<file path="config.mk">
export PLATFORM = sky130hd
export DESIGN_NAME = tail_light_driver
export DESIGN_NICKNAME = d
export VERILOG_FILES = /design/src/rtl/tail_light_pkg.sv /design/src/rtl/tick_prescaler.sv /design/src/rtl/tail_light_driver.sv
export SDC_FILE = /design/constraint.sdc
export NUM_CORES = 1
export LEC_CHECK = 0
export CORE_AREA = 2 2 55 108
export CTS_CLUSTER_SIZE = 40
export DETAILED_ROUTE_END_ITERATION = 7
export DIE_AREA = 0 0 57 110
export GPL_TIMING_DRIVEN = 0
export MAX_ROUTING_LAYER = met4
export PLACE_DENSITY = 0.46
export SYNTH_ARGS = -nofsm -noshare
export SYNTH_HDL_FRONTEND = slang
export SYNTH_HIERARCHICAL = 1
export SYNTH_SLANG_ARGS = --single-unit
</file>
<file path="constraint.sdc">
create_clock -name clk -period 2.6 [get_ports clk]
set_input_delay 0.52 -clock clk [delete_from_list [all_inputs] [get_ports clk]]
set_output_delay 0.52 -clock clk [all_outputs]
set_load 0.03 [all_outputs]
</file>
<file path="src/rtl/tail_light_pkg.sv">
// Shared definitions for the tail-lamp driver: mode codes and the lamp pattern function.
package tail_light_pkg;

    localparam logic [1:0] MODE_OFF    = 2'b00;
    localparam logic [1:0] MODE_BRAKE  = 2'b01;
    localparam logic [1:0] MODE_TURN   = 2'b10;
    localparam logic [1:0] MODE_HAZARD = 2'b11;

    // Returns an 8-bit pattern; callers keep only the low led_n bits.
    function automatic logic [7:0] pattern(input logic [1:0] m, input int unsigned s,
                                           input int unsigned led_n);
        logic [7:0] p;
        p = '0;
        for (int i = 0; i < 8; i++) begin
            unique case (m)
                MODE_BRAKE:  p[i] = (i < led_n);
                MODE_TURN:   p[i] = (i < led_n) && (s < led_n) && (i <= s);
                MODE_HAZARD: p[i] = (i < led_n) && (s == 0);
                default:     p[i] = 1'b0;
            endcase
        end
        return p;
    endfunction

endpackage

</file>
<file path="src/rtl/tick_prescaler.sv">
// Divides clk down to one wrap pulse every TICK_DIV cycles; clear restarts the count.
module tick_prescaler #(
    parameter int TICK_DIV = 25_000_000
) (
    input  logic clk,
    input  logic rst,
    input  logic clear,
    output logic wrap
);

    localparam int W = $clog2(TICK_DIV);

    logic [W-1:0] r_div_cnt;

    assign wrap = (r_div_cnt == W'(TICK_DIV - 1)) && !clear;

    always_ff @(posedge clk or posedge rst) begin
        if (rst) begin
            r_div_cnt <= '0;
        end else if (clear || wrap) begin
            r_div_cnt <= '0;
        end else begin
            r_div_cnt <= r_div_cnt + W'(1);
        end
    end

endmodule

</file>
<file path="src/rtl/tail_light_driver.sv">
// Tail-lamp LED bar driver: steady brake, sequential turn sweep and hazard blink,
// all timed from clk through tick_prescaler.
module tail_light_driver
    import tail_light_pkg::*;
#(
    parameter int TICK_DIV = 25_000_000,
    parameter int LED_N    = 3
) (
    input  logic             clk,
    input  logic             rst,
    input  logic [1:0]       mode,
    output logic [LED_N-1:0] leds,
    output logic             tick
);

    localparam int SW = $clog2(LED_N + 1);

    logic [1:0]       r_mode_q;
    logic [SW-1:0]    r_step;
    logic [LED_N-1:0] r_leds;
    logic             r_tick;

    logic             w_chg;
    logic             w_wrap;
    logic [SW-1:0]    w_step_nxt;
    logic [LED_N-1:0] w_pat_chg;
    logic [LED_N-1:0] w_pat_step;

    assign w_chg = (mode != r_mode_q);

    tick_prescaler #(.TICK_DIV(TICK_DIV)) u_presc (
        .clk   (clk),
        .rst   (rst),
        .clear (w_chg),
        .wrap  (w_wrap)
    );

    always_comb begin
        w_step_nxt = '0;
        case (r_mode_q)
            MODE_TURN:   w_step_nxt = (r_step == SW'(LED_N)) ? '0 : r_step + SW'(1);
            MODE_HAZARD: w_step_nxt = (r_step == '0) ? SW'(1) : '0;
            default:     w_step_nxt = '0;
        endcase
    end

    assign w_pat_chg  = LED_N'(pattern(mode, 0, LED_N));
    assign w_pat_step = LED_N'(pattern(r_mode_q, 32'(w_step_nxt), LED_N));

    // A mode change wins over a coincident step boundary (wrap is already masked by clear).
    always_ff @(posedge clk or posedge rst) begin
        if (rst) begin
            r_mode_q <= MODE_OFF;
            r_step   <= '0;
            r_leds   <= '0;
            r_tick   <= 1'b0;
        end else if (w_chg) begin
            r_mode_q <= mode;
            r_step   <= '0;
            r_leds   <= w_pat_chg;
            r_tick   <= 1'b0;
        end else if (w_wrap) begin
            r_step   <= w_step_nxt;
            r_leds   <= w_pat_step;
            r_tick   <= 1'b1;
        end else begin
            r_tick   <= 1'b0;
        end
    end

    assign leds = r_leds;
    assign tick = r_tick;

endmodule

</file>
Word level (Yosys, flattened, before mapping)
Cells that the tools add are included.
- add/subtract/negate cells: 2
- multipliers: 0
- div/mod/pow operators: 0
- order comparisons: 3
- eq/ne operators: 9
- shifts and indexed selects: 0
- muxes and demuxes: 15
- bitwise operators: 0
- reductions and logical operators: 10
- operators by type and width (cell ; number):
    25-bit by 1-bit adder with 25-bit output, second input constant ; 1
    25-bit == test, second input constant ; 1
    25-bit 2-to-1 mux ; 1
    2-bit == test, second input constant ; 5
    1-bit one-hot mux with 3 select lines ; 3
    2-bit 2-to-1 mux ; 3
    3-bit 2-to-1 mux ; 2
    1-bit 2-to-1 mux ; 5
    2-bit by 1-bit == test with 1-bit output, second input constant ; 2
    2-bit zero test ; 2
    2-bit one-hot mux with 2 select lines ; 1
    1-bit logical AND ; 3
    3-bit OR reduction ; 1
    2-bit by 1-bit adder with 2-bit output, second input constant ; 1
    1-bit by 2-bit <= comparator with 1-bit output, first input constant ; 1
    2-bit <= comparator, first input constant ; 1
    2-bit less-than comparator, second input constant ; 1
    2-bit inequality test ; 1
    2-bit nonzero test ; 1
    2-bit OR reduction ; 1
    1-bit zero test ; 1
    1-bit logical OR ; 1
- bits in registers: 33
- bits in latches: 0
- memory bits (writable): 0
- memory bits (read-only): 0
- input port bits: 4
- output and inout port bits: 4
- logic and storage cells: 44
- memories: 0

Logic depth before layout (Yosys ltp)
- word-level depth: 8
- gate-level depth with buffers: 9
- mapped depth without buffers: 8

Hierarchy
Netlist, hierarchy kept.
- by module, submodules not included (module ; instances ; cells an instance ; area each (um2) ; sequential area each (um2)):
    tick_prescaler ; 1 ; 138 ; 1307.5 ; 625.6
    tail_light_driver ; 1 ; 54 ; 523.0 ; 200.2

Worst setup path after synthesis
Ideal clock, no wire load.
- kind: reg2reg
- from: register u_presc.r_div_cnt[0]
- to: register u_presc.r_div_cnt[20]
- setup time: 0.078 ns
- arrival time: 2.009 ns
- data required time: 2.522 ns
- slack: 0.513 ns
- cell stages (with the launch flop): 7
- path buffers: 1
- period minus slack after synthesis: 2.087 ns
- cells stage by stage: dfrtp_1 -> ha_1 -> nand3_2 -> or4_4 -> buf_6 -> or4_1 -> a21oi_1
- cells in the longest elaborated chain, start to end: 4
- elaborated cells between the ends (all ways): 5
- those cells by class: add/sub (1); eq/ne (1); mux (1); reduce/logical (2)
- ends and longest elaborated chain (what ; RTL line ; source):
    start, declared ; tick_prescaler.sv:13 ; logic [W-1:0] r_div_cnt;
    start signal, assigned ; tick_prescaler.sv:23 ; r_div_cnt <= r_div_cnt + W'(1);
    parallel branches: the longest is 3 deep, another holds 25-bit by 1-bit adder with 25-bit output ; -- ;
    25-bit 2-to-1 mux * ; tick_prescaler.sv:20 ; end else if (clear || wrap) begin
Mark *: on every way between the ends.
A chain may end at the register's enable or synchronous reset.

Worst setup path in the final report
- from: register u_presc.r_div_cnt[0]
- to: register r_leds[0] (netlist: leds[0])
- cells in the longest elaborated chain, start to end: 3
- ends and longest elaborated chain (what ; RTL line ; source):
    25-bit == test ; tick_prescaler.sv:15 ; assign wrap = (r_div_cnt == W'(TICK_DIV - 1)) && !clear;
    1-bit logical AND ; tick_prescaler.sv:15 ;
    net w_wrap ; tail_light_driver.sv:24 ; logic w_wrap;
    2-bit nonzero test (no line) ; -- ;
    end signal, assigned ; tail_light_driver.sv:60 ; r_leds <= w_pat_chg;
    end signal, assigned ; tail_light_driver.sv:64 ; r_leds <= w_pat_step;
    end, declared ; tail_light_driver.sv:20 ; logic [LED_N-1:0] r_leds;
The timed path passes the listed nets, and every way through them passes these cells.

==> flow_metrics.py <==
metrics = {
    "critical_path": {
        "r2r_start": "u_presc/r_div_cnt[0]$_DFF_PP0_",
        "crit_arrival_ns": 2.57,
        "cp.required_ns": 2.81,
        "critPathBufInv": 1,
        "cp_max_fo": 8,
        "cp_cell_sequence": "ha_1 -> nand3_2 -> nor4_1 -> nand4_1 -> nor2_1 -> clkbuf_1 -> nand4b_1 -> a211oi_1 -> a221o_1",
        "start_kind": "flop",
        "r2r_setup_slack_ns": 0.24,
        "ff2ff_path_depth": 9,
        "critPathCaptureType": "flop",
        "critical_path.top_delay_family": "simple AND/OR/NAND/NOR gates",
        "slowest_stage": "dfrtp_1",
        "cp_slowest_stage_delay_ns": 0.41,
        "criticalPathCategory": "flop to flop",
        "regToRegEndpoint": "leds[0]$_DFFE_PP0P_",
    },
    "clock_network": {
        "cts_root_buffer": "clkbuf_8",
        "cts-htree-levels": 2,
        "cts_buffers": 5,
        "ctsResizeCount": 0,
        "cts_sinks": 33,
        "clk_pin_slew_ns": 0.07,
        "cts_buffer_depth": 2,
        "cts_tree": "done",
        "holdBufCountCts": 0,
        "cts_setup_buffers": 0,
        "worstSkewPairLatency_ns": 0.28,
    },
    "sta": {
        "fin_tns_setup_ns": 0,
        "fin_ws_ns": 0.242,
        "finClkSkew_ns": 0.00894,
        "worstMarginPinSlew_ns": 0.972,
        "setup_viol": 0,
        "slew-limit-headroom": 0.351,
        "fin_crit_sh": 0.907,
        "final_max_slew_viol_count": 0,
        "hold_viol": 0,
        "period_needed_ns": 2.36,
        "grt_setup_unrepaired": "no",
        "fmax_mhz": 424,
    },
    "placement": {
        "gp_congestion": 0.850,
        "dp.cells": 257,
        "port_buffers": 5,
        "hpwl_um": 3200,
        "post_dp_cell_area_um2": 1960,
        "pre_cts_ws_ns": 0.255,
    },
    "final_layout": {
        "final_nets": 212,
        "utilization": 0.380,
        "n_antenna_cell": 0,
        "drive_above_1_share": 0.122,
        "fin_cells": 265,
        "final_cell_area_um2": 2060,
        "fill_cells": 584,
        "syn_to_final_growth_pct": 12.4,
        "final_cell_mix": "33 x dfrtp_1, 22 x nor2_1, 12 x nand2_1, 11 x inv_1",
        "final_common_cell": "dfrtp_1",
    },
    "hold_path": {
        "min_to": "r_mode_q[1]$_DFFE_PP0N_",
        "hold_path.class": "input pin to flop",
        "min_path_cells": 2,
        "worstHoldStart": "mode[1]",
    },
    "drt": {
        "drtPass1Iterations": 4,
        "drtIter0Drc": 97,
        "wire_per_inst_um": 15.6,
        "via_per_inst": 5.59,
        "wl_um": 4130,
        "vias": 1482,
        "drc_errors": 0,
        "detail-route-antenna-nets": 0,
    },
    "yosys": {
        "synth_cell_types": 42,
        "synth_seq_cells": 33,
        "syn-num-nets": 200,
        "avgSynthCellArea_um2": 9.53,
        "synth.cell_area_um2": 1830,
        "synth-main-ff-cell": "dfrtp_1",
        "synthCells": 192,
        "yosysWarnings": 6,
        "yosysSeqAreaShare": 0.451,
        "synth-edff-count": 0,
        "asyncSetResetFlopFracSynth": 1.00,
    },
    "floorplan": {
        "die_area_um2": 6270,
        "io_pins": 8,
        "die_h_um": 110,
        "core.rowCount": 38,
        "dieWidth_um": 57,
        "start_util": 0.338,
        "core_um2": 5420,
    },
    "power": {
        "power.density_nw_per_um2": 509,
        "p_switching_mw": 0.250,
        "leakage_nw": 0.785,
        "internal-power_mw": 0.797,
        "netSwitchingFraction": 0.239,
        "vdd_ir_drop_max_v": 0.000352,
        "combPwrFrac": 0.093,
        "p_seq_frac": 0.506,
        "pwr-share-clk": 0.401,
    },
    "job": {
        "drv_cap": 0,
    },
    "global_route": {
        "antenna_found_initial": 0,
        "grt_pass1_wl_um": 7420,
        "grt_pass1_vias": 1613,
        "grt_max_degree": 26,
        "gr-total-overflow": 0,
        "grt_use_total": 0.159,
    },
    "run_status": {
        "status": "complete, no violations",
    },
}
==> state kept, by name (all words and copies together) (netlist names) <==
signal / count
r_step: 2
leds: 3
tick: 1
r_mode_q: 2
u_presc/r_div_cnt: 25
==> synthesized netlist by cell type (4+ instances only) <==
master     n  area (um^2)
dfrtp_1   33          826
nor2_1    22         82.6
nand2_1   12         45.0
inv_1     11         41.3
a21oi_1   10         50.1
xnor2_1   10         87.6
nand4_1    7         43.8
nor4_1     7         43.8
or3_1      7         43.8
nand3_1    6         30.0
o21ai_0    6         30.0
clkbuf_1   5         18.8
nor3_1     5         25.0
xor2_1     5         43.8
ha_1       4         50.1
==> worst max path at each step <==
stage | start | endpoint | slack [ns] | cells after the start
finish | u_presc/r_div_cnt[0]$_DFF_PP0_ | leds[0]$_DFFE_PP0P_ | 0.24 | 9
global placement | u_presc/r_div_cnt[0]$_DFF_PP0_ | leds[0]$_DFFE_PP0P_ | 0.32 | 9
floorplan | u_presc/r_div_cnt[0]$_DFF_PP0_ | u_presc/r_div_cnt[20]$_DFF_PP0_ | 0.51 | 6
CTS | u_presc/r_div_cnt[0]$_DFF_PP0_ | leds[0]$_DFFE_PP0P_ | 0.24 | 9
detailed placement | u_presc/r_div_cnt[0]$_DFF_PP0_ | leds[0]$_DFFE_PP0P_ | 0.26 | 9
global route | u_presc/r_div_cnt[0]$_DFF_PP0_ | leds[0]$_DFFE_PP0P_ | 0.03 | 9
==> power by group through the flow <==
stage          Sequential [mW]  Clock [mW]  Combinational [mW]
2_1_floorplan            0.550           0              0.0553
3_3_place_gp             0.539           0              0.0966
3_5_place_dp             0.540           0              0.0991
4_1_cts                  0.530       0.438              0.0996
5_1_grt                  0.531       0.462               0.107
6_report                 0.530       0.420              0.0970
==> kinds of logic after synthesis <==
family | after synthesis | synth area share
xor gates and xnor gates | 16 | 0.0807
and+or+nand+nor | 88 | 0.276
DFF | 33 | 0.451
buffers and inverters | 21 | 0.0547
AOI/OAI and AO/OA | 30 | 0.110
adders and majority gates | 4 | 0.0273
==> final cells by class <==
class	instances	area, um^2	share of cell area
multi-input cells	138	905	0.440
flip-flops and latches	33	826	0.401
clock buffers	7	96.3	0.0468
well taps	60	75.1	0.0365
plain buffers	10	58.8	0.0286
repair buffers	5	50.0	0.0243
inverters	11	41.3	0.0201
clock inverters	1	5.00	0.00243
==> metal layers <==
| metal | share of wire | track usage | wire length, um |
|---|---|---|---|
| met5 | 0 | - | 0 |
| met1 | 0.36 | 0.148 | 1480 |
| met4 | 0.035 | 0.105 | 146 |
| met3 | 0.023 | 0.0280 | 95 |
| met2 | 0.58 | 0.290 | 2400 |
==> metrics by stage <==
stage	power [mW]	hold slack [ns]
floorplan	0.605	0.336
global placement	0.636	0.480
detailed placement	0.639	0.487
CTS	1.07	0.476
global route	1.10	0.480
finish	1.05	0.481
(Power assumes the default switching activity.)
